===== config.mk =====
export PLATFORM = sky130hd
export DESIGN_NAME = wallace_mul_pipe_flat
export DESIGN_NICKNAME = d
export VERILOG_FILES = /design/src/rtl/wallace_mul_pipe_if.sv /design/src/rtl/wallace_mul_pipe.sv /design/src/flat_wrapper.sv
export SDC_FILE = /design/constraint.sdc
export NUM_CORES = 1
export LEC_CHECK = 0
export ABC_AREA = 1
export BUFFER_PORTS_ARGS = -buffer_cell sky130_fd_sc_hd__buf_2
export CORE_UTILIZATION = 50
export DETAILED_ROUTE_END_ITERATION = 6
export MAX_ROUTING_LAYER = met4
export PLACE_DENSITY_LB_ADDON = 0.12
export SLEW_MARGIN = 20
export SYNTH_ARGS = -nofsm -noshare
export SYNTH_HDL_FRONTEND = slang
export SYNTH_SLANG_ARGS = --single-unit

===== constraint.sdc =====
create_clock -name clk -period 2.4 [get_ports clk]
set_clock_uncertainty 0.1 [all_clocks]
set_input_delay 0.36 -clock clk [delete_from_list [all_inputs] [get_ports clk]]
set_output_delay 0.36 -clock clk [all_outputs]
set_load 0.005 [all_outputs]

===== src/rtl/wallace_mul_pipe_if.sv =====
// wallace_mul_pipe_if: operand/result handshake bundle for wallace_mul_pipe.
//   in_valid/in_ready/a/b     operand side (master drives in_valid, a, b)
//   out_valid/out_ready/prod  result side (master drives out_ready)
// The multiplier connects through the slave modport, the issuer through master.
interface wallace_mul_pipe_if #(
    parameter int WIDTH = 4
);
    logic               in_valid;
    logic               in_ready;
    logic [WIDTH-1:0]   a;
    logic [WIDTH-1:0]   b;
    logic               out_valid;
    logic               out_ready;
    logic [2*WIDTH-1:0] prod;

    modport master (
        output in_valid, a, b, out_ready,
        input  in_ready, out_valid, prod
    );

    modport slave (
        input  in_valid, a, b, out_ready,
        output in_ready, out_valid, prod
    );
endinterface


===== src/rtl/wallace_mul_pipe.sv =====
// wallace_mul_pipe: pipelined Wallace-tree multiplier, WIDTH x WIDTH -> 2*WIDTH.
//   clk  clock, rising edge
//   rst  synchronous reset, active high: clears all stage valids and prod
//   bus  slave side of wallace_mul_pipe_if (operands in, product out, valid/ready both sides)
// Partial products are reduced by 3:2 CSA layers spread over stages 1..STAGES-1;
// the last stage does the carry-propagate add into the prod register. With
// STAGES=1 the whole tree and CPA sit in front of the single register.
// SIGNED=1 uses Baugh-Wooley partial products (result is two's complement).
module wallace_mul_pipe #(
    parameter int WIDTH  = 4,
    parameter int STAGES = 2,
    parameter int SIGNED = 0
) (
    input  logic              clk,
    input  logic              rst,
    wallace_mul_pipe_if.slave bus
);
    localparam int PW   = 2 * WIDTH;
    localparam int NPP  = WIDTH + ((SIGNED != 0) ? 1 : 0);   // extra row holds the BW constants
    localparam int NW   = 3 * ((NPP + 2) / 3);               // working rows, padded to whole CSA groups
    localparam int NCSA = (STAGES > 1) ? STAGES - 1 : 1;     // stages that carry CSA layers
    localparam int RQ   = (STAGES > 1) ? STAGES - 1 : 1;

    // Row count after a number of CSA layers: every full group of 3 becomes 2.
    function automatic int rows_after(input int n, input int layers);
        int r;
        r = n;
        for (int l = 0; l < layers; l++) r = r - r / 3;
        return r;
    endfunction

    function automatic int num_layers(input int n);
        int r;
        int cnt;
        r   = n;
        cnt = 0;
        while (r > 2) begin
            r   = r - r / 3;
            cnt = cnt + 1;
        end
        return cnt;
    endfunction

    localparam int NL = num_layers(NPP);

    typedef logic [NPP-1:0][PW-1:0] rows_t;
    typedef logic [NW-1:0][PW-1:0]  work_t;

    rows_t             pp;
    rows_t             stg_red [1:STAGES];
    rows_t             rows_q  [1:RQ];
    logic [STAGES:1]   vld_pipe;
    logic [STAGES:0]   vld_src;
    logic [STAGES+1:1] adv;
    logic [PW-1:0]     cpa;
    logic [PW-1:0]     prod_q;

    // Partial products; in signed mode the cross terms touching exactly one
    // MSB are inverted and the correction constant lives in its own row.
    always_comb begin
        pp = '0;
        for (int i = 0; i < WIDTH; i++) begin
            for (int j = 0; j < WIDTH; j++) begin
                pp[i][i+j] = (bus.a[j] & bus.b[i]) ^
                             ((SIGNED != 0) && ((i == WIDTH - 1) != (j == WIDTH - 1)));
            end
        end
        if (SIGNED != 0) begin
            pp[NPP-1][WIDTH] = 1'b1;
            pp[NPP-1][PW-1]  = 1'b1;
        end
    end

    for (genvar k = 1; k <= STAGES; k++) begin : g_stage
        // Layers [LO,HI) are evaluated in front of this stage's register.
        localparam int LO = (k <= NCSA) ? (NL * (k - 1)) / NCSA : NL;
        localparam int HI = (k <= NCSA) ? (NL * k) / NCSA : NL;

        rows_t src;
        work_t cur;
        work_t nxt;
        int    g;

        if (k == 1) begin : g_src
            assign src = pp;
        end else begin : g_src
            assign src = rows_q[k-1];
        end

        // Rows at or beyond the live count are always zero, so the partial
        // group left over after the full ones can be copied unconditionally.
        always_comb begin
            cur = '0;
            cur[NPP-1:0] = src;
            nxt = '0;
            g   = 0;
            for (int l = LO; l < HI; l++) begin
                g   = rows_after(NPP, l) / 3;
                nxt = '0;
                for (int i = 0; i < NW / 3; i++) begin
                    if (i < g) begin
                        nxt[2*i]   = cur[3*i] ^ cur[3*i+1] ^ cur[3*i+2];
                        nxt[2*i+1] = ((cur[3*i] & cur[3*i+1]) |
                                      (cur[3*i+1] & cur[3*i+2]) |
                                      (cur[3*i] & cur[3*i+2])) << 1;
                    end else if (i == g) begin
                        nxt[2*i]   = cur[3*i];
                        nxt[2*i+1] = cur[3*i+1];
                    end
                end
                cur = nxt;
            end
        end

        assign stg_red[k] = cur[NPP-1:0];
    end

    assign cpa = stg_red[STAGES][0] + stg_red[STAGES][1];

    // Stage k moves when it is empty or its successor moves; the chain is
    // combinational from out_ready so bubbles collapse under a stalled output.
    assign vld_src = {vld_pipe, bus.in_valid};

    always_comb begin
        adv = '0;
        adv[STAGES+1] = bus.out_ready;
        for (int k = STAGES; k >= 1; k--) adv[k] = !vld_pipe[k] || adv[k+1];
    end

    always_ff @(posedge clk) begin
        if (rst) begin
            vld_pipe <= '0;
            prod_q   <= '0;
        end else begin
            for (int k = 1; k <= STAGES; k++) begin
                if (adv[k]) vld_pipe[k] <= vld_src[k-1];
            end
            if (adv[STAGES] && vld_src[STAGES-1]) prod_q <= cpa;
        end
    end

    // Intermediate carry-save rows carry no reset; they are only observed
    // behind a set valid bit.
    always_ff @(posedge clk) begin
        for (int k = 1; k < STAGES; k++) begin
            if (adv[k] && vld_src[k-1]) rows_q[k] <= stg_red[k];
        end
    end

    assign bus.in_ready  = adv[1];
    assign bus.out_valid = vld_pipe[STAGES];
    assign bus.prod      = prod_q;
endmodule


===== src/flat_wrapper.sv =====
// flat-port wrapper written by rule: the top's interface ports become plain ports
module wallace_mul_pipe_flat 
#(
    parameter int WIDTH  = 4,
    parameter int STAGES = 2,
    parameter int SIGNED = 0
)
  (clk, rst, bus_in_valid, bus_a, bus_b, bus_out_ready, bus_in_ready, bus_out_valid, bus_prod);
  wallace_mul_pipe_if #(.WIDTH(WIDTH)) bus_i ();
  input  logic clk;
  input  logic rst;
  input wire logic [$bits(bus_i.in_valid)-1:0] bus_in_valid;
  input wire logic [$bits(bus_i.a)-1:0] bus_a;
  input wire logic [$bits(bus_i.b)-1:0] bus_b;
  input wire logic [$bits(bus_i.out_ready)-1:0] bus_out_ready;
  output wire logic [$bits(bus_i.in_ready)-1:0] bus_in_ready;
  output wire logic [$bits(bus_i.out_valid)-1:0] bus_out_valid;
  output wire logic [$bits(bus_i.prod)-1:0] bus_prod;
  assign bus_i.in_valid = bus_in_valid;
  assign bus_i.a = bus_a;
  assign bus_i.b = bus_b;
  assign bus_i.out_ready = bus_out_ready;
  assign bus_in_ready = bus_i.in_ready;
  assign bus_out_valid = bus_i.out_valid;
  assign bus_prod = bus_i.prod;
  wallace_mul_pipe #(.WIDTH(WIDTH), .STAGES(STAGES), .SIGNED(SIGNED)) u_core (.clk(clk), .rst(rst), .bus(bus_i));
endmodule

# Word-level counts from Yosys, hierarchy flattened
# Memory sizes are Yosys's and may differ from the RTL's.
# Index checks and enable logic that the tools add are counted.
# classes
n_mul,0
div,0
n_addsub,1
magnitude_cmp,0
muxes,2
eq_ne,0
bitwise_logic,30
reduce_logical,6
shifts,0
# op_table
operator,count
7-bit AND,3
7-bit OR,3
1-bit AND,16
8-bit adder,1
8-bit by 7-bit bitwise XOR with 8-bit output,1
8-bit bitwise XOR,1
7-bit by 6-bit OR with 7-bit output,1
4-bit by 6-bit AND with 6-bit output,1
5-bit by 6-bit AND with 6-bit output,1
5-bit by 6-bit bitwise XOR with 6-bit output,1
4-bit by 5-bit AND with 5-bit output,1
4-bit by 5-bit bitwise XOR with 5-bit output,1
1-bit logical AND,2
1-bit logical NOT,2
1-bit logical OR,2
1-bit 2-to-1 mux,2
# word_totals
inputBits,12
output_inout_bits,10
romBits,0
latch_bits,0
register_bits,10
mem_count,1
mem_bits_rw,15
elab_cells,43
# memory_table
memory,words,width,read_ports,rd_clocked_by_memory_dff,write_ports,line_no,text
u_core.rows_q,1,15,1,0,1,wallace_mul_pipe.sv:51,rows_t rows_q [1:RQ];

# Longest topological paths before layout
# logic_depth
word_depth,7
depth_mapped,7

# Worst setup path after synthesis
# Ideal clock, no wire load.
# synth_timing
kind,input -> register
start,in bus_a[3]
end,"mem u_core.rows_q[1][3] (netlist bit), data pin"
setup_slack_ns,0.593
cell_stages,4
setup_ns,0.269
t_arrival_ns,1.438
path_cell_list,nand2_1 fa_1 inv_1 fa_1
# synth_rtl
item,line_no,text
"start, declared",flat_wrapper.sv:13,input wire logic [$bits(bus_i.a)-1:0] bus_a;
"end, declared",wallace_mul_pipe.sv:51,

==> flow_summary.yaml <==
clocking:
  post_cts_buffers: 0
  htree_levels: 1
  clk_pin_slew_worst_paths_ps: 120
  cts_sinks: 21
  clk_latency_ps: 300
  cts_tree: "built"
  cts_hold_buffers: 0
  cts.repair.resized: 0
  clockBufferDepth: 2
  cts_buffers: 3
  cts-root-buf: "clkbuf_4"
worst_setup_path:
  critPathKind: "in2reg"
  start_kind: "input pin"
  arrival_ps: 1610
  crit_fanout: 4
  worstPathRequired_ps: 2360
  reg2reg_depth: 5
  cp-end-kind: "flop"
global_route:
  grt_pass1_vias: 716
  antenna_found_initial: 0
  grt_pass1_wl_um: 2870
  track_usage_pct: 16.6
  grt_max_degree: 13
  overflow: 0
logic_synthesis:
  synth_edf_count: 11
  netlist_top_cells_count: "inv_1, nand2_1, nor2_1"
  yosysWarnings: 0
  synthCells: 117
  ys_ff_latch: 21
  synth-async-reset-ratio_pct: 0
  synth_largest_area_cell: "edfxtp_1"
  netlist.area_leader.share_pct: 29.5
  syn-cell-area_mm2: 0.00112
  synth_fp_nets: 142
  ys_top_cells_by_area: "edfxtp_1, dfxtp_1, fa_1, inv_1, ha_1"
  yosysSeqAreaShare_pct: 47.4
  yosysUniqueCellTypes: 16
  synth.most_common_cell: "inv_1"
  synthFlopType: "edfxtp_1"
  syn_area_per_cell_um2: 9.56
floorplan:
  die_area_mm2: 0.00243
  rows: 16
  die_h_um: 49.3
  start_util_pct: 54.8
  core-area_mm2: 0.00204
  die_x_um: 49.3
  ioPinCount: 22
detailed_routing:
  drt-met1-wl_um: 727
  routed-wl-met3_um: 54
  routed-wl-met2_um: 863
  avgViaCountPerCell: 4.74
  first_pass_iters: 4
  vias: 797
  highest_layer: "met4"
  drt_iter0_markers: 15
  ant_nets: 0
  drc: 0
  drt-total-wl_um: 1670
  wl_per_cell_um: 9.95
sta:
  setup_ws_ps: 748
  final_hold_viol_count: 0
  fmax_mhz: 605
  fin_hold_ws_ps: 150
  worst_slew_pin_slew_ps: 608
  period_minus_slack_ps: 1650
  relSlewSlack_pct: 59.5
  setup_tns_ps: 0
  maxSlewViolCount: 0
  rsz0062_at_grt: "false"
  setup_viol: 0
  finalCritPeriodShare_pct: 68.8
power:
  finalPower_mw: 0.740
  peakVddDrop_v: 0.000299
  p_leak_nw: 0.673
  powerDensity_mw_per_mm2: 581
status:
  outcome: "finished, final reports clean"
layout:
  nets: 167
  final_cells: 168
  drive_above_1_share_pct: 24.1
  seqCellArea_um2: 531
  fillers: 195
  multi_input_area_um2: 483
  syn2layout_area_growth_pct: 13.9
  final_util_pct: 62.4
  n_antenna_cell: 0
  final_area_mm2: 0.00127
run:
  cap_violations: 0
min_path:
  holdPathStages: 2
  hold_path.class: "in2reg"
placed_design:
  hpwl_um: 1400
  pre_cts_ws_ps: 416
  port_buffers: 21
  gp_congestion: 0.806
  dp_cells: 164
  dpl-instance-area_mm2: 0.00125
[cell families (layout without fill, tap and decap cells)]
| family | Yosys count | in the layout | share of synthesized area (%) |
|---|---|---|---|
| buf+inv | 26 | 50 | 9.40 |
| fa+ha+maj | 13 | 13 | 18.6 |
| compound gates | 15 | 15 | 9.06 |
| flops | 21 | 21 | 47.4 |
| simple gates | 41 | 41 | 14.8 |
| xor+xnor | 1 | 1 | 0.783 |
[path summary, 6_finish.rpt]
check | startpoint | slack, ps | to
max | bus_a[3] | 750 | u_core.rows_q[1][3]
min | rst | 150 | u_core.vld_pipe[1]
max reg2reg | u_core.rows_q[1][10] | 870 | u_core.bus.prod[5]
min reg2reg | u_core.bus.prod[3] | 390 | u_core.bus.prod[3]
[metal layers]
layer / GRT usage [%] / vias to the layer above
met5: - / -
met2: 29.0 / 18
met4: 10.3 / 0
met1: 17.3 / 362
li1: - / 415
met3: 2.80 / 2
[cells in the final DEF (no fill, tap or decap)]
cell type / count
xor2_1: 1
dfxtp_1: 10
nor2_1: 13
buf_2: 21
inv_1: 24
nand3_2: 1
a21oi_1: 3
clkinv_2: 1
inv_2: 1
clkbuf_4: 3
edfxtp_1: 11
ha_1: 7
nand2_1: 23
nand3_1: 4
fa_1: 6
o21ai_0: 5
a21oi_2: 4
o21ai_2: 3
[power breakdown]
part | switching, mW | internal (mW)
clock network | 0.109 | 0.0621
logic | 0.0826 | 0.0590
registers | 0.0142 | 0.413
total | 0.205 | 0.534
[worst max-delay path: stages]
cell and delay [ps]:
buf_2 110, nand2_1 80, fa_1 550, inv_1 60
fa_1 450
[flip-flops by register name, summed over array words and instances (netlist names)]
signal	flops
u_core.bus.prod	8
u_core.rows_q	11
u_core.vld_pipe	2
[cell type report]
type,instances,area share (%)
clock buffers,3,1.77
clock inverters,1,0.393
inverters,25,7.37
multi-input cells,70,37.9
flip-flops and latches,21,41.7
well taps,27,2.65
repair buffers,21,8.25
Power figures use the tool's default switching activity.
